`config.mk`:
```
export PLATFORM = sky130hd
export DESIGN_NAME = tok_fifol0_rr_sched
export DESIGN_NICKNAME = d
export VERILOG_FILES = /design/src/rtl/tok_fifol0_rr_sched.sv
export SDC_FILE = /design/constraint.sdc
export NUM_CORES = 1
export LEC_CHECK = 0
export CAP_MARGIN = 10
export CORE_MARGIN = 2
export CORE_UTILIZATION = 55
export DETAILED_ROUTE_END_ITERATION = 10
export PLACE_DENSITY = 0.8
export SYNTH_ARGS = -nofsm -noshare
export SYNTH_HDL_FRONTEND = slang
export SYNTH_SLANG_ARGS = --single-unit
```
`constraint.sdc`:
```
create_clock -name CLK -period 3.1 [get_ports CLK]
set_input_delay 0.62 -clock CLK [delete_from_list [all_inputs] [get_ports CLK]]
set_output_delay 0.62 -clock CLK [all_outputs]
set_load 0.1 [all_outputs]
```
`src/rtl/tok_fifol0_rr_sched.sv`:
```
// tok_fifol0_rr_sched
//   Round-robin enqueue scheduler in front of a data-less token FIFO. Each cycle
//   at most one requester is granted. Its index is stored as the owner of the
//   token it enqueues, so the consumer can see who owns the head token.
//   Loopy behaviour: a slot freed by this cycle's dequeue can be refilled in
//   the same cycle, so one enqueue plus one dequeue per cycle is sustained at full.
//
// Ports
//   CLK      in   clock, all state updates on posedge
//   RST_N    in   synchronous active-low reset
//   CLR      in   synchronous clear (empties FIFO, resets round-robin pointer)
//   REQ      in   [p3nreq]  per-requester enqueue request
//   GNT      out  [p3nreq]  one-hot grant, combinational
//   DEQ      in   consumer dequeue of the head token
//   EMPTY_N  out  registered, 1 when COUNT > 0
//   FULL_N   out  not_full OR DEQ
//   HEAD_ID  out  [p4idw]   owner index of the head token, 0 when empty
//   COUNT    out  [p2cntr_width] registered occupancy
module tok_fifol0_rr_sched #(
   parameter int unsigned p1depth      = 4,
   parameter int unsigned p2cntr_width = 3,
   parameter int unsigned p3nreq       = 4,
   parameter int unsigned p4idw        = 2
) (
   input  logic                    CLK,
   input  logic                    RST_N,
   input  logic                    CLR,
   input  logic [p3nreq-1:0]       REQ,
   output logic [p3nreq-1:0]       GNT,
   input  logic                    DEQ,
   output logic                    EMPTY_N,
   output logic                    FULL_N,
   output logic [p4idw-1:0]        HEAD_ID,
   output logic [p2cntr_width-1:0] COUNT
);

   localparam int unsigned PW = (p1depth > 1) ? $clog2(p1depth) : 1;
   // One extra bit so rr_ptr + offset never overflows before the wrap test.
   localparam int unsigned CW = p4idw + 1;

   logic                    r_not_full;
   logic                    r_not_empty;
   logic [p2cntr_width-1:0] r_count;
   logic [p4idw-1:0]        r_id [p1depth];
   logic [PW-1:0]           r_wr_ptr;
   logic [PW-1:0]           r_rd_ptr;
   logic [p4idw-1:0]        r_rr_ptr;

   logic                    w_space;
   logic                    w_enq;
   logic                    w_deq;
   logic [p4idw-1:0]        w_gnt_idx;
   logic [p3nreq-1:0]       w_gnt;
   logic [CW-1:0]           w_cand;
   logic [PW-1:0]           w_wr_nxt;
   logic [PW-1:0]           w_rd_nxt;

   assign w_space = r_not_full | (DEQ & r_not_empty);

   // Search from rr_ptr upward with wrap; the first set request wins.
   always_comb begin
      w_gnt     = '0;
      w_gnt_idx = '0;
      w_enq     = 1'b0;
      w_cand    = '0;
      if (RST_N && !CLR && w_space) begin
         for (int i = 0; i < int'(p3nreq); i++) begin
            w_cand = CW'(r_rr_ptr) + CW'(i);
            if (w_cand >= CW'(p3nreq)) begin
               w_cand = w_cand - CW'(p3nreq);
            end
            if (!w_enq && REQ[w_cand[p4idw-1:0]]) begin
               w_enq     = 1'b1;
               w_gnt_idx = w_cand[p4idw-1:0];
               w_gnt[w_cand[p4idw-1:0]] = 1'b1;
            end
         end
      end
   end

   // A dequeue while empty is dropped here; an enqueue into an empty FIFO
   // is never bypassed to the consumer.
   assign w_deq = DEQ & r_not_empty & RST_N & ~CLR;

   assign w_wr_nxt = (r_wr_ptr == PW'(p1depth - 1)) ? '0 : r_wr_ptr + 1'b1;
   assign w_rd_nxt = (r_rd_ptr == PW'(p1depth - 1)) ? '0 : r_rd_ptr + 1'b1;

   always_ff @(posedge CLK) begin
      if (!RST_N || CLR) begin
         r_not_full  <= 1'b1;
         r_not_empty <= 1'b0;
         r_count     <= '0;
         r_wr_ptr    <= '0;
         r_rd_ptr    <= '0;
         r_rr_ptr    <= '0;
      end else begin
         if (w_enq) begin
            r_wr_ptr <= w_wr_nxt;
            r_rr_ptr <= (w_gnt_idx == p4idw'(p3nreq - 1)) ? '0 : w_gnt_idx + 1'b1;
         end
         if (w_deq) begin
            r_rd_ptr <= w_rd_nxt;
         end
         if (w_enq && !w_deq) begin
            r_count     <= r_count + 1'b1;
            r_not_empty <= 1'b1;
            r_not_full  <= (r_count != p2cntr_width'(p1depth - 1));
         end else if (w_deq && !w_enq) begin
            r_count     <= r_count - 1'b1;
            r_not_full  <= 1'b1;
            r_not_empty <= (r_count != p2cntr_width'(1));
         end
      end
   end

   // Owner array needs no reset: HEAD_ID is masked while empty.
   always_ff @(posedge CLK) begin
      if (w_enq) begin
         r_id[r_wr_ptr] <= w_gnt_idx;
      end
   end

`ifndef SYNTHESIS
   always_ff @(posedge CLK) begin
      if (RST_N && !CLR && DEQ && !r_not_empty) begin
         $warning("tok_fifol0_rr_sched: DEQ while empty ignored");
      end
   end
`endif

   assign GNT     = w_gnt;
   assign EMPTY_N = r_not_empty;
   assign FULL_N  = r_not_full | DEQ;
   assign HEAD_ID = r_not_empty ? r_id[r_rd_ptr] : '0;
   assign COUNT   = r_count;

endmodule

```
==> metrics <==
status completed; Syn Nets 179; Worst EP arrival 2.36 ns; R2R cell count 9; post-synthesis mux area share 0.105; Peak VDD IR 0.228 mV; Area Overhead vs Synth 28.7%; Max transition margin 0.744; Vias 1215; sequential area share after synthesis 0.339; first-pass GRT wire length 5000 µm; n_diodes 0; Yosys reg bits 21; Synth Area in Compound Gates 0.143; antenna viol nets, final 0; placed cell count 206; die height 55.8 µm; worst-path maximum fanout 8; Fin. Hold Viols 0; PD cells 312 nW/µm²; core area 2520 µm²; Fmax 0.336 GHz; Overflow after GRT 0; per-cell routed wire length 13.5 µm; WHS 0.491 ns; Critical Path Sink GNT[2]; Syn Area/Cell 9.66 µm²; unrepaired setup endpoints after global routing no; vias in the first global route 1159; reg2reg start r_rr_ptr[0]$_SDFFE_PP0P_; Initial Util 0.586; residual DRC count 0; area leader, netlist dfxtp_1; DR pass1 iterations 4; Die ar. 3120 µm²; Root Driver clkbuf_4; clock-pin transition on the worst setup and hold timing paths 0.11 ns; fin crit share 0.961; Least-Margin Pin Slew 0.384 ns; largest cells by area after synthesis dfxtp_1 (18%), edfxtp_1 (16%), ha_1 (15%); xor and xnor area share after synthesis 0.0119; Tmin final 2.98 ns; Finished Layout Cells 212; min-delay worst type flop to flop; largest net degree at the start of global routing 17; CTS tree done; Leakage 0.766 nW; commonest non-fill, non-tap cell in the layout buf_4; worst reg2reg path endpoint r_rr_ptr[1]$_SDFFE_PP0P_; initial antenna violation count 0; nets@finish 209; Vias/cell 5.73; # setup viols final 0; worst reg2reg setup slack 0.65 ns; worst endpoint required time 2.48 ns; CP Launch Type flop; largest family of logic cells by synthesized area simple AND/OR/NAND/NOR gates; Hold Path Depth 2; Post-Synth Simple-Gate Area 0.201; Rows 18; Fin Clk Skew 0.00463 ns; IO buf count 18; GRT Total Usage 0.199; Cells after Synth 153; mapped cell area 1480 µm²; Synth cell types 37; kind of critical path flop to primary output; max-cap viol count 0; Max Slew Vio Count 0; beginning of the critical path r_rr_ptr[1]$_SDFFE_PP0P_; endpoint class of the critical path primary output; worst skew pair latency 0.30 ns; fraction of layout cells with a size suffix above 1 0.302; Num CTS Buffers 3; clk sinks 21; most frequent cells in the layout buf_4 (18), ha_1 (17), nor2_1 (15); die width 55.8 µm; DP HPWL 2130 µm; CTS max path bufs 2; Iteration-0 DRC Markers 33; Top Ports 19; share of the synthesized area in the top cell type 0.176; YS warnings 0; RD Place Congestion 0.803; H-tree depth 1; final WL 2870 µm; Post-Synth Adder-Cell Area 0.152; post-layout util 0.754
[cell families after synthesis]
kind of cell             Yosys count
AND/OR/NAND/NOR                   57
AO/OA/AOI/OAI                     32
flip-flops                        21
adder cells (fa/ha/maj)           18
buffers and inverters             14
multiplexers                       9
XOR/XNOR                           2
[synth_stat cells (all sizes together)]
cell     n
dfxtp   13
mux2     2
a211oi   1
a31oi    3
a22oi    5
mux4     5
ha      18
nand3    2
xnor2    1
nor2b    4
or3b     1
nand3b   1
or2      1
clkbuf   2
nor3     3
o21ai    3
nor4b    2
o21a     1
a2111o   1
inv      9
a21oi   10
buf      3
or3      2
edfxtp   8
a221oi   4
xor2     1
and3b    1
nor2    22
nand2b   1
nand2   10
o22ai    1
a21o     3
and2     7
mux2i    2
[report_power, final]
part | internal [mW] | switching (mW)
combinational | 0.0702 | 0.100
clock | 0.0482 | 0.0803
sequential | 0.291 | 0.00438
total | 0.409 | 0.185
[final cells by class]
cell class	instances	area, µm²
sequential	21	503
inverter	9	33.8
timing repair buffer	30	299
multi-input combinational	118	1000
clock inverter	1	5.00
clock buffer	3	22.5
tap	30	37.5
fill	187	621
[worst min-delay path by stage]
stage	to	from	slack (ns)
floorplan	flop	r_rd_ptr[1]$_SDFFE_PP0P_	0.45
global placement	r_rd_ptr[1]$_SDFFE_PP0P_	r_rd_ptr[1]$_SDFFE_PP0P_	0.47
detailed placement	r_rd_ptr[1]$_SDFFE_PP0P_	r_rd_ptr[1]$_SDFFE_PP0P_	0.48
CTS	flop	r_rd_ptr[1]$_SDFFE_PP0P_	0.49
global route	r_rd_ptr[1]$_SDFFE_PP0P_	r_rd_ptr[1]$_SDFFE_PP0P_	0.53
finish	r_rd_ptr[1]$_SDFFE_PP0P_	r_rd_ptr[1]$_SDFFE_PP0P_	0.49
[metal layers]
layer / global-route usage / up-vias / routed length [µm]
met2: 0.344 / 23 / 1560
met5: 0 / - / 0
met4: 0.0952 / 0 / 42
met3: 0.0233 / 4 / 74
li1: - / 617 / -
met1: 0.247 / 571 / 1190
[flip-flops by register name, summed over array words and instances, names as in the netlist, named ones only]
signal      cells
r_wr_ptr        2
COUNT           3
r_not_full      1
r_rr_ptr        2
r_id            8
EMPTY_N         1
r_rd_ptr        2
[per-stage QoR]
step / power, mW / area (µm²) / TNS, ns / setup slack [ns]
CTS: 0.589 / 1860 / 0 / 0.0138
detailed placement: 0.459 / 1800 / -0.628 / -0.175
global placement: 0.454 / 1800 / -0.296 / -0.0888
global route: 0.627 / 1900 / 0 / 0.00657
finish: 0.594 / 1900 / 0 / 0.121
floorplan: 0.413 / 1530 / 0 / 0.0297
[critical path, cell delays in order (launching register included)]
cell      delay, ns
dfxtp_2        0.34
inv_1          0.12
ha_4           0.24
or3b_1         0.37
a2111o_1       0.46
nand2_4        0.13
a221oi_2       0.09
nor2_4         0.12
buf_12         0.18
[repair_timing]
item,4_1_cts,5_1_grt
pin swaps,0,2
hold endpoints to repair,0,0
buffers inserted,0,2
gates resized for setup,9,9
endpoints found under the setup margin,4,4
hold buffers,0,0
Power figures use the tool's default switching activity.
